### config.mk
export PLATFORM = sky130hd
export DESIGN_NAME = mux_4to1_rr_arbiter
export DESIGN_NICKNAME = d
export VERILOG_FILES = /design/src/rtl/mux_arb_pkg.sv /design/src/rtl/mux_4to1_structural.sv /design/src/rtl/mux_4to1_rr_arbiter.sv
export SDC_FILE = /design/constraint.sdc
export NUM_CORES = 1
export LEC_CHECK = 0
export CORE_UTILIZATION = 46
export DETAILED_ROUTE_END_ITERATION = 10
export PLACE_DENSITY = 0.89
export SYNTH_ARGS = -nofsm -noshare
export SYNTH_HDL_FRONTEND = slang
export SYNTH_SLANG_ARGS = --single-unit
### constraint.sdc
create_clock -name clk -period 2.7 [get_ports clk]
set_input_delay 0.405 -clock clk [delete_from_list [all_inputs] [get_ports clk]]
set_output_delay 0.405 -clock clk [all_outputs]
set_load 0.005 [all_outputs]
### src/rtl/mux_arb_pkg.sv
// mux_arb_pkg: shared sizes, FSM states and round-robin pick helper for the 4:1 mux arbiter.
package mux_arb_pkg;
  localparam int NUM_REQ = 4;
  localparam int SEL_W = 2;
  typedef enum logic {IDLE, GRANT} state_t;
  typedef struct packed {
    logic found;
    logic [SEL_W-1:0] idx;
  } pick_t;
  // Scan ptr+1 .. ptr+4; walking downwards lets the closest requester overwrite the rest.
  function automatic pick_t rr_pick(input logic [NUM_REQ-1:0] req, input logic [SEL_W-1:0] ptr);
    pick_t p;
    logic [SEL_W-1:0] i;
    p = '0;
    for (int k = NUM_REQ; k >= 1; k--) begin
      i = ptr + SEL_W'(k);
      if (req[i]) begin
        p.found = 1'b1;
        p.idx = i;
      end
    end
    return p;
  endfunction
endpackage

### src/rtl/mux_4to1_structural.sv
// mux_4to1_structural: single-bit 4:1 mux built from two levels of 2:1 selection.
module mux_4to1_structural (
  input  logic [3:0] in,
  input  logic [1:0] sel,
  output logic       out
);
  logic lo, hi;
  assign lo = sel[0] ? in[1] : in[0];
  assign hi = sel[0] ? in[3] : in[2];
  assign out = sel[1] ? hi : lo;
endmodule

### src/rtl/mux_4to1_rr_arbiter.sv
// mux_4to1_rr_arbiter: round-robin owner of a shared 4:1 single-bit mux.
// Optional ARB_BURST_LIMIT_EN revokes a grant held MAX_HOLD cycles while others wait.
module mux_4to1_rr_arbiter
  import mux_arb_pkg::*;
#(
  parameter int               MAX_HOLD  = 8,
  parameter logic [SEL_W-1:0] RESET_PTR = 2'd3
) (
  input  logic               clk,
  input  logic               rst_n,
  input  logic [NUM_REQ-1:0] req,
  input  logic [NUM_REQ-1:0] din,
  output logic [NUM_REQ-1:0] gnt,
  output logic [SEL_W-1:0]   sel,
  output logic               busy,
  output logic               dout
);
  state_t state, state_nx;
  logic [SEL_W-1:0] sel_nx, last_ptr, last_nx;
  logic [NUM_REQ-1:0] others;
  pick_t pick;
  logic mux_out;
`ifdef ARB_BURST_LIMIT_EN
  localparam int HW = $clog2(MAX_HOLD);
  logic [HW-1:0] hold_cnt, hold_nx;
  logic at_limit;
  assign at_limit = hold_cnt == HW'(MAX_HOLD - 1);
`endif
  assign others = req & ~(NUM_REQ'(1) << sel);
  always_ff @(posedge clk or negedge rst_n) begin
    if (!rst_n) begin
      state <= IDLE;
      sel <= '0;
      last_ptr <= RESET_PTR;
`ifdef ARB_BURST_LIMIT_EN
      hold_cnt <= '0;
`endif
    end else begin
      state <= state_nx;
      sel <= sel_nx;
      last_ptr <= last_nx;
`ifdef ARB_BURST_LIMIT_EN
      hold_cnt <= hold_nx;
`endif
    end
  end
  always_comb begin
    state_nx = state;
    sel_nx = sel;
    last_nx = last_ptr;
    pick = rr_pick(req, last_ptr);
`ifdef ARB_BURST_LIMIT_EN
    hold_nx = at_limit ? hold_cnt : hold_cnt + HW'(1);
`endif
    if (state == IDLE) begin
      if (pick.found) begin
        state_nx = GRANT;
        sel_nx = pick.idx;
`ifdef ARB_BURST_LIMIT_EN
        hold_nx = '0;
`endif
      end
    end else if (!req[sel]) begin
      // Pointer moves to the departing owner so it is scanned last.
      last_nx = sel;
      pick = rr_pick(req, sel);
      state_nx = pick.found ? GRANT : IDLE;
      sel_nx = pick.found ? pick.idx : sel;
`ifdef ARB_BURST_LIMIT_EN
      hold_nx = '0;
`endif
    end
`ifdef ARB_BURST_LIMIT_EN
    else if (at_limit && |others) begin
      last_nx = sel;
      pick = rr_pick(others, sel);
      sel_nx = pick.idx;
      hold_nx = '0;
    end
`endif
  end
  assign busy = state == GRANT;
  assign gnt = busy ? NUM_REQ'(1) << sel : '0;
  mux_4to1_structural u_mux (.in(din), .sel(sel), .out(mux_out));
  assign dout = busy & mux_out;
endmodule

# Word-level counts from Yosys, hierarchy flattened
# Cells that the tools add are included.
[totals] ff_bits=5 inputBits=10 out_inout_bits=8
[op_classes] add_sub_neg=6 order_cmp=8 n_eq_ne=2 n_shift=1 n_mux=37 n_bitwise=2 n_reduce_logical=3
[ops] operator="3-bit two-way mux" n=9
[ops] operator="2-bit by 3-bit < comparator with 1-bit output, second input constant" n=8
[ops] operator="1-bit binary-select mux with 2-bit select" n=8
[ops] operator="1-bit two-way mux" n=15
[ops] operator="2-bit adder, second input constant" n=4
[ops] operator="2-bit two-way mux" n=4
[ops] operator="2-bit by 1-bit adder with 2-bit output, second input constant" n=2
[ops] operator="4-bit two-way mux" n=1
[ops] operator="1-bit by 2-bit << shifter with 4-bit output, first input constant" n=1
[ops] operator="3-bit AND reduction" n=1
[ops] operator="2-bit by 1-bit != test with 1-bit output, second input constant" n=1
[ops] operator="2-bit != test, second input constant" n=1
[ops] operator="2-bit AND reduction" n=1
[ops] operator="2-bit nonzero test" n=1
[ops] operator="1-bit AND" n=1
[ops] operator="1-bit inverter" n=1

# Logic depth before layout (Yosys ltp)
[logic_depth] depth_word=11 mapped_depth=7

# Modules after synthesis
# From an unflattened synthesis, not the netlist that was laid out.
[hier_totals] cells_unflattened=71 area_unflattened_um2=596.8
[by_module_without_submodules] module="mux_4to1_rr_arbiter" instances=1 cells_each=70 area_each_um2=574.3
[by_module_without_submodules] module="mux_4to1_structural" instances=1 cells_each=1 area_each_um2=22.5

# Worst setup path before layout
# No wires, ideal clock.
[synth_path] path_kind="reg-to-reg" startpoint="register sel[0]" endpoint="register sel[0]" setup_ps=126 t_arrival_ps=2111 path_slack_ps=463 stages_incl_launch_ff=8 synth_period_minus_slack_ps=2237 path_cell_list="dfrtp_1 -> buf_2 -> inv_1 -> ha_1 -> mux4_1 -> nor2b_1 -> mux2i_1 -> a221o_1"
[synth_via] elab_chain_cells=11 word_cells_on_any_way=22 classes_between="add/sub: 3; eq/ne: 2; mux: 16; reduce/logical: 1"
[synth_rtl] item="start: declaration" line="mux_4to1_rr_arbiter.sv:14" source="output logic [SEL_W-1:0] sel,"
[synth_rtl] item="start signal: assignment" line="mux_4to1_rr_arbiter.sv:40" source="sel <= sel_nx;"
[synth_rtl] item="2-bit adder" line="mux_arb_pkg.sv:16" source="i = ptr + SEL_W'(k);"
[synth_rtl] item="1-bit binary-select mux with 2-bit select" line="mux_arb_pkg.sv:17" source="if (req[i]) begin"
[synth_rtl] item="1-bit two-way mux (not written as such)" line="mux_arb_pkg.sv:17"
[synth_rtl] item="3-bit two-way mux (3 in a row)" line="mux_arb_pkg.sv:17"
[synth_rtl] item="3-bit two-way mux" line="mux_4to1_rr_arbiter.sv:63" source="end else if (!req[sel]) begin"
[synth_rtl] item="3-bit two-way mux" line="mux_4to1_rr_arbiter.sv:55" source="if (state == IDLE) begin"
[synth_rtl] item="2-bit two-way mux" line="mux_4to1_rr_arbiter.sv:68" source="sel_nx = pick.found ? pick.idx : sel;"
[synth_rtl] item="2-bit two-way mux" line="mux_4to1_rr_arbiter.sv:63"
[synth_rtl] item="2-bit two-way mux" line="mux_4to1_rr_arbiter.sv:55"
# Parallel ways exist; a longest one is shown, timed or not. The select of a mux whose other input is x is not followed.
# A chain may end at the register's enable or synchronous reset.

# Worst setup path in the final report
[layout_path] startpoint="register sel[0]" endpoint="output port dout"
[layout_via] elab_chain_cells=3 word_cells_on_any_way=4 classes_between="mux: 3; bitwise: 1"
[layout_rtl] item="1-bit two-way mux, on equally long branches" line="mux_4to1_structural.sv:8, mux_4to1_structural.sv:9"
[layout_rtl] item="1-bit two-way mux (*)" line="mux_4to1_structural.sv:10" source="assign out = sel[1] ? hi : lo;"
[layout_rtl] item="1-bit AND (*)" line="mux_4to1_rr_arbiter.sv:85" source="assign dout = busy & mux_out;"
[layout_rtl] item="end: declaration" line="mux_4to1_rr_arbiter.sv:16" source="output logic dout"
# Mark *: on every way between the ends. The rest lies on a longest branch, timed or not.

==> results.yml <==
clock_network:
  root_buffer: "clkbuf_4"
  ctsHoldBuffers: 0
  cts_buffers: 3
  htree_levels: 1
  cts_max_path_buffers: 2
  cts_tree: "done"
  cts_setup_buffers: 0
  ctsResizeCount: 0
  cts.sinks: 5
  clk_pin_slew_ps: 40
  clk-insertion-delay-late_ps: 240
synth:
  synth_cell_types: 31
  synth_nets: 84
  synth_top_family_by_area: "compound AO/OA/AOI/OAI gates"
  synth_flop_cell: "dfrtp_1"
  yosys.area_share.simple_pct: 20.9
  yosysSeqAreaShare_pct: 19.9
  async_reset_ff_share_pct: 100
  synth-xor-area-share_pct: 0
  synth-compound-area-share_pct: 22.5
  ys_seq_elements: 5
  synthCells: 70
  synth_edf_count: 0
  synthAdderAreaFrac_pct: 7.81
  synth_area_um2: 641
  synth_area_per_cell_um2: 9.15
  synthMuxAreaShare_pct: 22.3
  yosys_warnings: 0
drt:
  finalWirelength_mm: 1.33
  ant_nets: 0
  vias: 582
  drcViolationCount: 0
  drt_iter0_markers: 9
  drtPass1Iterations: 2
  vias_per_cell: 5.71
  routedWlPerCell_um: 13.0
floorplan:
  ios: 18
  die_h_um: 39.3
  start_util_pct: 49.2
  core_um2: 1300
  rows: 13
  dieArea_um2: 1550
  die_x_um: 39.3
timing:
  hold_viol: 0
  rsz0062_at_grt: "false"
  timing.fmax_ghz: 0.427
  fin_setup_tns_ps: 0
  setup_viol: 0
  finClkSkew_ps: 4.68
  post-route-min-period_ps: 2340
  maxSlewViolCount: 0
  worstMarginPinSlew_ps: 534
  relSlewSlack_pct: 63.5
  fin_crit_sh_pct: 86.8
layout:
  num-fill-cells: 125
  final_cell_area_um2: 840
  layout-drive-gt1-share_pct: 13.8
  final_common_cell: "clkdlybuf4s50_1"
  fin_nets: 102
  syn_to_final_growth_pct: 31.1
  diodes: 0
  mostFrequentLayoutCells: "clkdlybuf4s50_1 (17), a21oi_1 (8), mux2i_1 (6)"
  postLayoutCoreUtil_pct: 64.5
global_route:
  grt_max_degree: 17
  grt_usage_pct: 21.5
  grt_pass1_vias: 488
  antenna_found_initial: 0
  grt_overflow_total: 0
  grt_pass1_wl_mm: 2.24
place:
  port-buffer-count: 17
  place.gp.congestion: 0.776
  placed_area_um2: 813
  hpwlAfterDp_um: 964
power:
  leakage_nw: 0.352
  p_per_area_nw_per_um2: 954
  ir_worst_vdd_mv: 0.570
job:
  cap_violations: 0
worst_setup_path:
  timing.rr.end: "sel[0]"
  reg2reg_from: "sel[0]"
  critPathMaxStageDelay_ps: 510
  path_class: "reg -> out"
  crit_fanout: 14
  cp-start-kind: "flip-flop"
  endpoint_kind: "primary output"
  worstRegToRegCells: 6
  r2r_setup_slack_ps: 670
  crit_path_top_delay_cell: "mux4_2"
  worstPathArrival_ps: 1940
  crit_chain: "buf_4 > mux4_2 > and2_1 > clkdlybuf4s50_1"
  crit_required_ps: 2300
min_path:
  hold_class: "in -> async"
run_status:
  status: "finished clean"
[logic make-up (layout without fill, tap and decap cells)]
family	after synthesis	after routing
DFF	5	5
buffers and inverters	9	26
AOI/OAI and AO/OA	20	20
adders and majority gates	4	4
muxes	10	10
and+or+nand+nor	22	22
[worst max-delay path by stage]
stage | from | end | slack (ps) | depth (start not counted)
5_1_grt | sel[0] | dout | 260 | 4
3_5_place_dp | req[1] | sel[1] | 420 | 5
4_1_cts | sel[0] | dout | 340 | 4
3_3_place_gp | req[1] | sel[1] | 440 | 5
2_1_floorplan | sel[0] | sel[0] | 460 | 7
6_report | sel[0] | dout | 360 | 4
[flip-flops by register name, summed over array words and instances, names as in the netlist]
name	cells
busy	1
last_ptr	2
sel	2
[cell usage after synthesis, drive strengths merged (2+ instances only)]
library cell | number | area share, %
dfrtp | 3 | 12
mux2i | 6 | 9.4
buf | 5 | 4.3
and2 | 5 | 4.9
nor2 | 2 | 1.2
a21oi | 8 | 6.3
inv | 3 | 1.8
dfstp | 2 | 8.2
nand2 | 5 | 2.9
nor2b | 3 | 4.1
mux4 | 3 | 11
nand2b | 5 | 4.9
ha | 4 | 7.8
o221ai | 2 | 2.7
[metal layers]
| metal | global-route usage, % | share of wire (%) | up-vias |
|---|---|---|---|
| met3 | 6.82 | 4.8 | 0 |
| li1 | - | - | 293 |
| met5 | 0 | 0 | - |
| met4 | 3.45 | 0 | 0 |
| met2 | 34.2 | 48 | 18 |
| met1 | 28.9 | 47 | 271 |
[layout make-up]
| cell class | count | area, um2 | share of cell area (%) |
|---|---|---|---|
| clock buffers | 4 | 26.3 | 3.13 |
| well taps | 15 | 18.8 | 2.24 |
| repair buffers | 19 | 185 | 22.1 |
| flip-flops and latches | 5 | 128 | 15.2 |
| multi-input cells | 56 | 470 | 56.0 |
| inverters | 3 | 11.3 | 1.34 |
[critical path: cells and delay by family (launching register included)]
kind	cells	cell delay, ps
buffers and inverters	2	650
muxes	1	510
DFF	1	360
and+or+nand+nor	1	160
[power breakdown]
group / internal, mW / switching, mW / leakage, nW
Combinational: 0.323 / 0.241 / 0.283
Clock: 0.0556 / 0.0269 / 0.0150
Sequential: 0.116 / 0.0375 / 0.0545
Total: 0.495 / 0.306 / 0.352
[metrics by stage]
stage	worst slack (ps)	hold WS [ps]	power, mW	cells
floorplan	463	109	0.532	70
global placement	443	557	0.701	98
detailed placement	420	560	0.720	98
CTS	343	385	0.804	102
global route	259	393	0.879	102
finish	357	386	0.801	102
Note: power is estimated with default switching activity, not from simulation.
